`src/rtl/teclado_pkg.sv`:
```
// Shared types and constants for the 4x4 keypad scanner: FSM states, key codes,
// the [row][col] key map and small row-decoding helpers.
package teclado_pkg;

  typedef enum logic [1:0] {
    SCAN,
    DEB_PRESS,
    HELD,
    DEB_RELEASE
  } state_e;

  localparam logic [3:0] KEY_STAR    = 4'hE;
  localparam logic [3:0] KEY_HASH    = 4'hF;
  localparam logic [3:0] KEY_CONFIRM = 4'hA;

  localparam logic [3:0] KEYMAP [4][4] = '{
    '{4'h1,     4'h2, 4'h3,     KEY_CONFIRM},
    '{4'h4,     4'h5, 4'h6,     4'hB},
    '{4'h7,     4'h8, 4'h9,     4'hC},
    '{KEY_STAR, 4'h0, KEY_HASH, 4'hD}
  };

  // A row pattern is a usable key only when exactly one active-low bit is set.
  function automatic logic row_valid(input logic [3:0] rows);
    return ($countones(~rows) == 1);
  endfunction

  function automatic logic [1:0] row_index(input logic [3:0] rows);
    logic [1:0] idx;
    idx = '0;
    for (int unsigned i = 0; i < 4; i++) begin
      if (!rows[i]) idx = i[1:0];
    end
    return idx;
  endfunction

endpackage

```
`src/rtl/teclado_sync2.sv`:
```
// Two-flop synchronizer, parameterized width, synchronous reset to all-ones
// (matches the idle level of pulled-up active-low inputs).
module teclado_sync2 #(
  parameter int unsigned WIDTH = 1
) (
  input  logic             clk_i,
  input  logic             rst_i,
  input  logic [WIDTH-1:0] d_i,
  output logic [WIDTH-1:0] q_o
);

  logic [WIDTH-1:0] meta_q;
  logic [WIDTH-1:0] sync_q;

  always_ff @(posedge clk_i) begin
    if (rst_i) begin
      meta_q <= '1;
      sync_q <= '1;
    end else begin
      meta_q <= d_i;
      sync_q <= meta_q;
    end
  end

  assign q_o = sync_q;

endmodule

```
`src/rtl/teclado_matrix_scanner.sv`:
```
// 4x4 keypad scanner/debouncer emitting one key_pressed pulse per accepted press.
// Optional autorepeat while held: define TECLADO_AUTOREPEAT_EN.
module teclado_matrix_scanner
  import teclado_pkg::*;
#(
  parameter int unsigned SCAN_TICKS      = 27000,
  parameter int unsigned DEBOUNCE_CYCLES = 270000,
  parameter int unsigned REPEAT_CYCLES   = 8100000
) (
  input  logic       clk,
  input  logic       rst,
  input  logic [3:0] row_in,
  output logic [3:0] col_out,
  output logic       key_pressed,
  output logic [3:0] key_value,
  output logic       key_held
);

  localparam int unsigned SCAN_W = (SCAN_TICKS > 1) ? $clog2(SCAN_TICKS) : 1;
  localparam int unsigned DEB_W  = (DEBOUNCE_CYCLES > 1) ? $clog2(DEBOUNCE_CYCLES) : 1;
  localparam logic [SCAN_W-1:0] SCAN_LAST = SCAN_W'(SCAN_TICKS - 1);
  localparam logic [DEB_W-1:0]  DEB_LAST  = DEB_W'(DEBOUNCE_CYCLES - 1);

  if (SCAN_TICKS < 1 || DEBOUNCE_CYCLES < 1 || REPEAT_CYCLES < 2) begin : g_param_check
    $error("teclado_matrix_scanner: SCAN_TICKS/DEBOUNCE_CYCLES must be >= 1, REPEAT_CYCLES >= 2");
  end

  logic [3:0] row_sync;

  teclado_sync2 #(.WIDTH(4)) u_sync (
    .clk_i (clk),
    .rst_i (rst),
    .d_i   (row_in),
    .q_o   (row_sync)
  );

  state_e            state_q,   state_d;
  logic [SCAN_W-1:0] scan_cnt_q, scan_cnt_d;
  logic [DEB_W-1:0]  deb_cnt_q, deb_cnt_d;
  logic [1:0]        col_idx_q, col_idx_d;
  logic [3:0]        row_pat_q, row_pat_d;
  logic [1:0]        row_idx_q, row_idx_d;
  logic              pulse_q,   pulse_d;
  logic [3:0]        value_q,   value_d;
  logic              held_q,    held_d;

`ifdef TECLADO_AUTOREPEAT_EN
  localparam int unsigned REP_W = $clog2(REPEAT_CYCLES);
  localparam logic [REP_W-1:0] REP_LAST = REP_W'(REPEAT_CYCLES - 1);
  logic [REP_W-1:0] rep_cnt_q, rep_cnt_d;
`endif

  logic rows_idle;
  logic rows_match;
  logic rows_valid;

  assign rows_idle  = (row_sync == 4'hF);
  assign rows_match = (row_sync == row_pat_q);
  assign rows_valid = row_valid(row_sync);

  always_comb begin
    state_d    = state_q;
    scan_cnt_d = scan_cnt_q;
    deb_cnt_d  = deb_cnt_q;
    col_idx_d  = col_idx_q;
    row_pat_d  = row_pat_q;
    row_idx_d  = row_idx_q;
    pulse_d    = 1'b0;
    value_d    = value_q;
    held_d     = held_q;
`ifdef TECLADO_AUTOREPEAT_EN
    rep_cnt_d  = '0;
`endif

    unique case (state_q)
      SCAN: begin
        if (rows_valid) begin
          // Column stays frozen from here on, so col_idx_q doubles as the latched column.
          row_pat_d = row_sync;
          row_idx_d = row_index(row_sync);
          deb_cnt_d = '0;
          state_d   = DEB_PRESS;
        end else if (scan_cnt_q >= SCAN_LAST) begin
          scan_cnt_d = '0;
          col_idx_d  = col_idx_q + 2'd1;
        end else begin
          scan_cnt_d = scan_cnt_q + 1'b1;
        end
      end

      DEB_PRESS: begin
        if (!rows_match) begin
          scan_cnt_d = '0;
          state_d    = SCAN;
        end else if (deb_cnt_q >= DEB_LAST) begin
          pulse_d = 1'b1;
          value_d = KEYMAP[row_idx_q][col_idx_q];
          held_d  = 1'b1;
          state_d = HELD;
        end else begin
          deb_cnt_d = deb_cnt_q + 1'b1;
        end
      end

      HELD: begin
        if (rows_idle) begin
          deb_cnt_d = '0;
          state_d   = DEB_RELEASE;
        end
`ifdef TECLADO_AUTOREPEAT_EN
        else if (rep_cnt_q >= REP_LAST) begin
          pulse_d = 1'b1;
        end else begin
          rep_cnt_d = rep_cnt_q + 1'b1;
        end
`endif
      end

      DEB_RELEASE: begin
        if (rows_idle) begin
          if (deb_cnt_q >= DEB_LAST) begin
            held_d     = 1'b0;
            scan_cnt_d = '0;
            state_d    = SCAN;
          end else begin
            deb_cnt_d = deb_cnt_q + 1'b1;
          end
        end else if (rows_match) begin
          state_d = HELD;
        end else begin
          deb_cnt_d = '0;
        end
      end

      default: state_d = SCAN;
    endcase
  end

  always_ff @(posedge clk) begin
    if (rst) begin
      state_q    <= SCAN;
      scan_cnt_q <= '0;
      deb_cnt_q  <= '0;
      col_idx_q  <= '0;
      row_pat_q  <= '1;
      row_idx_q  <= '0;
      pulse_q    <= 1'b0;
      value_q    <= '0;
      held_q     <= 1'b0;
    end else begin
      state_q    <= state_d;
      scan_cnt_q <= scan_cnt_d;
      deb_cnt_q  <= deb_cnt_d;
      col_idx_q  <= col_idx_d;
      row_pat_q  <= row_pat_d;
      row_idx_q  <= row_idx_d;
      pulse_q    <= pulse_d;
      value_q    <= value_d;
      held_q     <= held_d;
    end
  end

`ifdef TECLADO_AUTOREPEAT_EN
  always_ff @(posedge clk) begin
    if (rst) rep_cnt_q <= '0;
    else     rep_cnt_q <= rep_cnt_d;
  end
`endif

  assign col_out     = ~(4'b0001 << col_idx_q);
  assign key_pressed = pulse_q;
  assign key_value   = value_q;
  assign key_held    = held_q;

endmodule

```
`config.mk`:
```
export PLATFORM = sky130hd
export DESIGN_NAME = teclado_matrix_scanner
export DESIGN_NICKNAME = d
export VERILOG_FILES = /design/src/rtl/teclado_pkg.sv /design/src/rtl/teclado_sync2.sv /design/src/rtl/teclado_matrix_scanner.sv
export SDC_FILE = /design/constraint.sdc
export NUM_CORES = 1
export LEC_CHECK = 0
export CORE_UTILIZATION = 60
export DETAILED_ROUTE_END_ITERATION = 7
export PLACE_DENSITY = 0.8
export SLEW_MARGIN = 0
export SYNTH_ARGS = -nofsm -noshare
export SYNTH_HDL_FRONTEND = slang
export SYNTH_SLANG_ARGS = --single-unit
```
`constraint.sdc`:
```
create_clock -name clk -period 6.8 [get_ports clk]
set_input_delay 1.36 -clock clk [delete_from_list [all_inputs] [get_ports clk]]
set_output_delay 1.36 -clock clk [all_outputs]
set_load 0.03 [all_outputs]
```
* Word level (Yosys, flattened, before mapping)
Index checks and enable logic that the tools add are counted.
** Word-level totals
- Flip-flop bits (word level) :: 58
- Bits in latches :: 0
- Memory bits (writable) :: 0
- Memory bits (read-only) :: 0
- Word-level logic and storage cells :: 94
- Memories kept :: 0
** Operators by class
- Add/sub/neg operators :: 6
- $mul :: 0
- Div/mod/pow operators :: 0
- Magnitude comparators :: 4
- Equality and inequality tests :: 18
- Shift-type cells :: 1
- Muxes and demuxes :: 36
- Bitwise gates (word level) :: 7
- Reductions and logical operators :: 11
** Operators by type and width (count)
- 19-bit two-way mux :: 6
- 19-bit one-hot mux with 4 select lines :: 1
- 15-bit two-way mux :: 5
- 15-bit one-hot mux with 3 select lines :: 1
- 16-bit binary-select mux with 2-bit select :: 1
- 16-bit two-way mux :: 2
- 19-bit by 1-bit adder with 19-bit output (second input constant) :: 1
- 19-bit >= comparator (second input constant) :: 1
- 2-bit two-way mux :: 9
- 2-bit inequality test (second input constant) :: 8
- 15-bit by 1-bit adder with 15-bit output (second input constant) :: 1
- 15-bit >= comparator (second input constant) :: 1
- 5-bit AND reduction :: 3
- 3-bit inequality test (second input constant) :: 4
- 4-bit binary-select mux with 2-bit select :: 1
- 4-bit two-way mux :: 2
- 4-bit inverter :: 2
- 2-bit one-hot mux with 4 select lines :: 1
- 3-bit >= comparator (second input constant) :: 2
- 1-bit two-way mux :: 6
- 2-bit inverter with 3-bit output :: 2
- 3-bit AND reduction :: 2
- 1-bit by 1-bit adder with 2-bit output :: 2
- 2-bit equality test (second input constant) :: 2
- other kinds (15) :: 17

* Longest topological paths before layout
Gate-level depths: netlist of run 1.
- Word-level depth :: 7
- Gate-level depth with buffers :: 11
- Mapped depth without buffers :: 10

* Cells and area by module
Synthesis of run 1 repeated with hierarchy kept, for this count alone.
** Second synthesis, totals
- Cell total of the unflattened synthesis :: 370
- Area total of the unflattened synthesis :: 3093.0 µm²
** Modules (own cells, without submodules)
- teclado_matrix_scanner :: times used 1, cells each 354, area each 2882.8 µm², sequential area each 1001.0 µm²
- teclado_sync2 :: times used 1, cells each 16, area each 210.2 µm², sequential area each 160.2 µm²

* Worst setup path before layout of run 1
Ideal clock, no wire load.
- Kind :: reg-to-reg
- Start point :: reg u_sync.sync_q[0] (netlist: u_sync.q_o[0])
- End point :: reg deb_cnt_q[16]
- Setup time :: 0.071 ns
- Arrival :: 2.884 ns
- Setup slack :: 3.846 ns
- Stages on the path, launching flop included :: 12
- Buffers on the path :: 1
- Period minus slack after synthesis :: 2.954 ns
- Cell sequence :: dfxtp_1 inv_1 fa_1 ha_1 ha_1 or3b_2 nor2_1 a211o_1 nand4_1 buf_4 or4_1 a21oi_1
** Between the ends
- Longest elaborated chain between the ends :: 6
- Elaborated cells on any way between the ends :: 13
- Classes of those cells :: add/sub: 2; eq/ne: 7; mux: 2; bitwise: 1; reduce/logical: 1
** RTL lines
- from (decl) :: RTL line teclado_sync2.sv:13 : logic [WIDTH-1:0] sync_q;
- from (signal assigned) :: RTL line teclado_sync2.sv:21 : sync_q <= meta_q;
- 4-bit inverter :: RTL line teclado_pkg.sv:25 : return ($countones(~rows) == 1);
- 1-bit by 1-bit adder with 2-bit output (not written as such) :: RTL line teclado_pkg.sv:25
- 2-bit by 2-bit adder with 3-bit output (not written as such) :: RTL line teclado_pkg.sv:25
- 3-bit by 1-bit equality test with 1-bit output :: RTL line teclado_pkg.sv:25
- 2-bit inequality test (no line)
- 4-bit AND reduction (no line)
- to (signal assigned) :: RTL line teclado_matrix_scanner.sv:153 : deb_cnt_q <= deb_cnt_d;
- to (decl) :: RTL line teclado_matrix_scanner.sv:39 : logic [DEB_W-1:0] deb_cnt_q, deb_cnt_d;
Several ways; a longest one is shown, not always the timed one.
A chain may end at the register's enable or synchronous reset.

* Worst setup path in the final report of run 1
- Start point :: reg u_sync.sync_q[0] (netlist: u_sync.q_o[0])
- End point :: reg deb_cnt_q[8]
Same word-level chain as after synthesis.

==> results of run 1 <==
[Yosys cell counts (all sizes together) (4+ instances only)]
cell    count  area share
inv        14       0.017
nor2b       5       0.010
and3        8       0.017
dfxtp      58        0.38
or4         7       0.020
a211o       5       0.014
and2        4      0.0082
xor2        6       0.017
ha          9       0.037
nand4      11       0.023
nand3      23       0.038
or2         9       0.019
or3         8       0.017
a211oi      5       0.012
clkbuf     13       0.016
nand2      35       0.043
a21oi      23       0.039
nor2       30       0.037
o21ai      37       0.061
and4        5       0.015
xnor2       6       0.017
nor3        5      0.0082
o31ai       6       0.015
[final timing paths]
kind                    startpoint            end  slack [ns]
hold / removal    u_sync.meta_q[1]  u_sync.q_o[1]        0.41
hold reg to reg   u_sync.meta_q[1]  u_sync.q_o[1]        0.41
setup reg to reg     u_sync.q_o[0]   deb_cnt_q[8]        3.43
setup / recovery     u_sync.q_o[0]   deb_cnt_q[8]        3.43
[final cells by class]
type                            instances  area (um^2)
Timing Repair Buffer                   18        172.7
Multi-Input combinational cell        280         1740
Fill cell                             383         1338
Clock buffer                           12        165.2
Inverter                               14        52.55
Sequential cell                        58         1161
Clock inverter                          4        72.57
Tap cell                               67        83.83
[power groups by stage]
stage,clock network (mW),registers [mW],logic [mW]
4_1_cts,0.380,0.370,0.104
6_report,0.377,0.370,0.104
3_3_place_gp,0,0.377,0.101
3_5_place_dp,0,0.377,0.103
5_1_grt,0.397,0.372,0.118
2_1_floorplan,0,0.370,0.0862
[stage by stage]
step / hold slack (ns) / cells / cell area, um^2 / setup slack (ns) / utilization
after floorplan: 0.3895 / 368 / 3033 / 3.846 / -
after detailed placement: 0.4026 / 437 / 3211 / 3.443 / 0.6709
after CTS: 0.4158 / 453 / 3448 / 3.416 / 0.7205
after global placement: 0.3930 / 437 / 3211 / 3.469 / 0.6709
after global routing: 0.4282 / 453 / 3448 / 3.192 / 0.7205
final: 0.4127 / 453 / 3448 / 3.430 / 0.7205
[cells in the final DEF (no fill, tap or decap), types with 2 or more instances in the layout]
master           netlist  final
dfxtp_1               58     58
nand2_1               35     35
nor2_1                30     30
nand3_1               23     23
o21ai_0               23     23
a21oi_1               22     22
clkdlybuf4s50_1        0     15
inv_1                 14     14
o21ai_1               14     14
clkbuf_8               0     12
nand4_1               11     11
or2_2                  9      9
ha_1                   9      9
and3_1                 8      8
or3_1                  8      8
xnor2_1                6      6
o31ai_1                6      6
xor2_1                 6      6
a211o_1                5      5
a211oi_1               5      5
nor3_1                 5      5
nor2b_1                5      5
or4_1                  5      5
and2_1                 4      4
and4_1                 4      4
a21o_1                 3      3
o311ai_1               3      3
nand3b_1               3      3
buf_4                  1      3
nor3b_1                2      2
o31a_1                 2      2
or4_4                  2      2
o211ai_1               2      2
mux2i_1                2      2
bufinv_16              0      2
[worst register-to-register path, delay by kind of cell, from the launching register on]
family                   cells  cell delay [ns]
flip-flops                   1             0.41
AO/OA/AOI/OAI                2             0.40
buffers and inverters        1             0.09
adder cells (fa/ha/maj)      3             0.93
AND/OR/NAND/NOR              4             1.47
[routing by layer]
layer | vias up | track usage | share of wire
met5 | - | 0 | 0
li1 | 1370 | - | -
met2 | 62 | 0.4249 | 0.46
met1 | 1255 | 0.3414 | 0.49
met3 | 16 | 0.05387 | 0.031
met4 | 0 | 0.1264 | 0.024
[cells by family after synthesis]
group,share of synthesized area
adders and majority gates,0.04373
AOI/OAI and AO/OA,0.2059
and+or+nand+nor,0.2830
DFF,0.3828
muxes,0.006601
buffers and inverters,0.04332
xor gates and xnor gates,0.03465
[registers in the layout, summed over array words and instances, names as in the netlist]
| register | flops |
|---|---|
| deb_cnt_q | 19 |
| scan_cnt_q | 15 |
| key_value | 4 |
| row_pat_q | 4 |
| u_sync.meta_q | 4 |
| u_sync.q_o | 4 |
| col_idx_q | 2 |
| row_idx_q | 2 |
| state_q | 2 |
| key_held | 1 |
| key_pressed | 1 |
==> results.md, run 1 <==
* Status: finished clean
* P_leak at 1.248 nW
* WP data required at 7.06 ns
* Sw Ratio at 0.2623
* Syn Area/Cell at 8.242 um^2
* Final min period at 3.370 ns
* IO Pins at 16
* Antenna Nets Post-Route at 0
* WS Path Type: flop to flop
* Post-CTS setup buffers at 0
* Part of the power in registers at 0.435
* Initial Util at 0.6337
* Chip Height at 73.10 um
* DIE WIDTH at 73.10 um
* R2R depth at 10
* First drt pass iteration count at 4
* Setup-failing EPs final at 0
* Synth Flop Type: dfxtp_1
* Area grow syn2layout at 13.70%
* Final Hold Viols at 0
* Vias in the first global route at 2458
* Num Clock Sinks at 58
* Critical Path Fanout Max at 11
* Via/cell ratio at 5.967
* CTS tree: done
* Crit-path most repeated cell: ha_1
* Wire length of the first global-routing pass at 11010 um
* Comb power frac at 0.122
* Worst VDD drop at 0.0002000 V
* Fmax at 0.2967 GHz
* Switch Pwr at 223.3 uW
* Remaining DRCs at 0
* Post-synthesis async set-or-reset flop share at 0
* CP top delay family: simple AND/OR/NAND/NOR gates
* WP depth at 10
* Power density cells at 246.9 nW/um^2
* RSZ-0062 raised after global routing: no
* Hpwl dp at 4358 um
* Syn nets at 384
* Share of cells above drive strength 1 at 0.09845
* Clk network pwr share at 0.443
* Clk Latency, worst-skew pair at 0.33 ns
* Worst path cell trace: inv_1 > fa_1 > ha_1 > ha_1 > or3b_2 > nor2_1 > a211o_1 > nand4_1 > or4_1 > a21oi_1
* Largest net degree at the start of global routing at 36
* PortBufs at 15
* H-tree depth at 3
* Routed vias at 2703
* Post-synth EDFFs at 0
* All-layer global routing usage at 0.2654
* RD Place Congestion at 0.8306
* WL/cell at 13.92 um
* Post-cts resize count at 0
* Slew HR at 0.5690
* Core area at 4786 um^2
* Yosys warning total at 0
* Total die area at 5343 um^2
* Bufs and invs on worst path at 1
* Hold Path Stages at 1
* Post-synthesis cell type count at 52
* Maximum Capacitance Violations at 0
* DRT Wirelength at 6308 um
* Critical Path Start Type: flop
* CP max stage delay at 0.51 ns
* Setup_tns at 0 ns
* Antenna violations before repair at 0
* ANT cells at 0
* Worst Max-Slew Pin Slew at 0.6465 ns
* Slowest stage cell, crit path: or4_1
* DRT iter0 DRCs at 180
* Row count at 25
* Gate Count Post-Synth at 368
* Slew Viols, Final at 0
* # hold bufs at CTS at 0
* Root buf cell: clkbuf_8
* Internal power at 628.1 uW
* Skew final at 0.003910 ns
* Type of the worst min-delay path: flop to flop
* Total power at 851.4 uW
* CTS Buf Count at 9
* Crit end category: flop
* Clk pin slew, worst setup/hold paths at 0.07 ns
* WP data arrival at 3.63 ns
* Clk buf depth at 2
* Post-layout nets at 397
* Register area share after synthesis at 0.3828
* Seq cells post-synth at 58
* Crit share post-route at 0.4956
* Mapped Area at 3033 um^2
* Congestion Overflow GR at 0
Power figures use the tool's default switching activity.
==> run 2, diff against run 1 <==
CORE_UTILIZATION = 54   (was 60)
PLACE_DENSITY = 0.76   (was 0.8)
clock period = 2.92 ns   (was 6.8 ns; I/O delays follow)
==> results.md, run 2 (synthesis gave the netlist of run 1 again) <==
* Congestion Overflow GR at 0 (unchanged)
* Setup crit end: deb_cnt_q[8]
* All-layer global routing usage at 0.2397 (-0.02563)
* Remaining DRCs at 0 (unchanged)
* Most frequent cells in the layout: 55 x dfxtp_1, 35 x nand2_1, 29 x nor2_1
* CTS Buf Count at 9 (unchanged)
* WP data arrival at 3.17 ns (-0.46 ns)
* Crit end category: flop
* IO Pins at 16 (unchanged)
* RD Place Congestion at 0.8055 (-3.0%)
* Commonest non-fill, non-tap cell in the layout: dfxtp_1
* Clk buf depth at 2 (unchanged)
* First drt pass iteration count at 5 (+1)
* Worst hold slack at 0.4092 ns (-0.003480 ns)
* # hold bufs at CTS at 0 (unchanged)
* Worst Setup Slack, final at 0.01631 ns (-3.414 ns)
* Critical Path Start Type: flop
* Crit share post-route at 0.9944 (+0.4988)
* Clk pin slew, worst setup/hold paths at 0.07 ns (about the same)
* WS Path Type: flop to flop
* Setup-failing EPs final at 0 (unchanged)
* Hold_sp: u_sync.meta_q[3]
* DIE WIDTH at 76.95 um (+5.3%)
* RSZ-0062 raised after global routing: yes
* DRT iter0 DRCs at 212 (+18%)
* Post-layout nets at 419 (+5.5%)
* Post-Layout Inst Area at 3651 um^2 (+5.9%)
* Row count at 26 (+4.0%)
* Critical Path Fanout Max at 5 (-6)
* WP data required at 3.19 ns (-3.87 ns)
* P_leak at 1.336 nW (+7.1%)
* Most flop-heavy register: deb_cnt_q
* Via/cell ratio at 6.019 (+0.87%)
* Hpwl dp at 4734 um (+8.6%)
* Status: finished clean
* Type of the worst min-delay path: flop to flop
* Place WS at -0.08253 ns (-3.526 ns)
* Antenna violations before repair at 0 (unchanged)
* Initial Util at 0.5755 (-0.05823)
* Worst Max-Slew Pin Slew at 0.6819 ns (+0.03536 ns)
* Final Hold Viols at 0 (unchanged)
* CTS tree: done
* Fillcell total at 418 (+9.1%)
* Routed vias at 2877 (+6.4%)
* Largest net degree at the start of global routing at 22 (-39%)
* Worst VDD drop at 0.0004356 V (+120%)
* Root buf cell: clkbuf_8
* ANT cells at 0 (unchanged)
* DRT Wirelength at 7077 um (+12%)
* PortBufs at 15 (unchanged)
* Final min period at 2.904 ns (-0.4663 ns)
* FF-to-FF End: deb_cnt_q[8]
* WL/cell at 14.81 um (+6.3%)
* Max reg flops at 19 (unchanged)
* Num Clock Sinks at 58 (unchanged)
* Area grow syn2layout at 20.38%
* Worst r2r src: u_sync.q_o[0]
* Power density cells at 548.8 nW/um^2 (+120%)
* Clk Latency, worst-skew pair at 0.33 ns (about the same)
* Slew HR at 0.5454 (-0.02357)
* Total die area at 5921 um^2 (+11%)
* Biggest regs: deb_cnt_q: 19 flops, scan_cnt_q: 15 flops
* Slew Viols, Final at 0 (unchanged)
* R2R Setup Slk at 0.02 ns (-3.41 ns)
* Fmax at 0.3444 GHz (+16%)
* Chip Height at 76.95 um (+5.3%)
* R2R depth at 11 (+1)
* Antenna Nets Post-Route at 0 (unchanged)
* Wire length of the first global-routing pass at 11360 um (+3.1%)
* Core area at 5270 um^2 (+10%)
* Maximum Capacitance Violations at 0 (unchanged)
* H-tree depth at 3 (unchanged)
* Vias in the first global route at 2555 (+3.9%)
* Area post-placement at 3349 um^2 (+4.3%)
* Skew final at 0.006674 ns (+0.002764 ns)
* Share of cells above drive strength 1 at 0.1716 (+0.07312)
* Crit path launch: u_sync.q_o[0]
==> run 2: cell count changes in the layout (fill, tap and decap cells not counted), sizes merged <==
cell,before,now
buf,3,25
clkbuf,12,11
clkinv,1,2
==> run 2: worst min path at each step <==
stage / endpoint / slack, ns / depth (start not counted)
after global routing: u_sync.q_o[3] / 0.42 / 1
after global placement: u_sync.q_o[2] / 0.39 / 1
after floorplan: u_sync.q_o[0] / 0.39 / 1
final: u_sync.q_o[3] / 0.41 / 1
after detailed placement: u_sync.q_o[3] / 0.39 / 1
after CTS: u_sync.q_o[3] / 0.41 / 1
==> run 2: metrics by stage <==
| step | TNS [ns] | util | power (mW) | cells |
|---|---|---|---|---|
| final | 0 | 0.6928 | 2.004 | 478 |
| after global routing | -0.1265 | 0.6928 | 2.081 | 478 |
| after CTS | 0 | 0.6804 | 1.989 | 474 |
| after detailed placement | -0.1910 | 0.6356 | 1.167 | 456 |
| after global placement | 0 | 0.6356 | 1.158 | 456 |
| after floorplan | 0 | - | 1.064 | 368 |
==> run 2: per-layer routing <==
layer	vias to the layer above	global-route usage	share of wire
li1	1409	-	-
met1	1346	0.2934	0.45
met2	97	0.3875	0.47
met3	25	0.05000	0.053
met4	0	0.1385	0.026
met5	-	0	0
==> run 2: area by class of cell <==
class                   instances  area [um^2]  area share
repair buffers                 40        355.3     0.09733
flip-flops and latches         58         1165      0.3191
inverters                      14        52.55     0.01439
clock inverters                 5        77.57     0.02125
multi-input cells             280         1772      0.4853
clock buffers                  11        141.4     0.03873
well taps                      70        87.58     0.02399
==> run 2: critical path: stages, from the launching register on <==
cell and delay [ns]:
dfxtp_2 0.34, inv_2 0.04, fa_1 0.53, ha_2 0.19, ha_4 0.20, or3b_4 0.39, nor2_2 0.08, a211o_1 0.15
nand4_1 0.17, buf_6 0.18, or4_4 0.42, a21oi_2 0.16
==> run 2: what timing repair did <==
action / in CTS / in global routing
pin swaps: 2 / 8
setup buffers: 2 / 3
setup endpoints to repair: 7 / 9
gates resized for setup: 1 / 12
gates cloned: 0 / 1
==> run 2: report_power, final <==
| part | internal [mW] | total (mW) | switching [mW] |
|---|---|---|---|
| clock | 0.501 | 0.824 | 0.323 |
| sequential | 0.823 | 0.863 | 0.0407 |
| combinational | 0.141 | 0.316 | 0.175 |
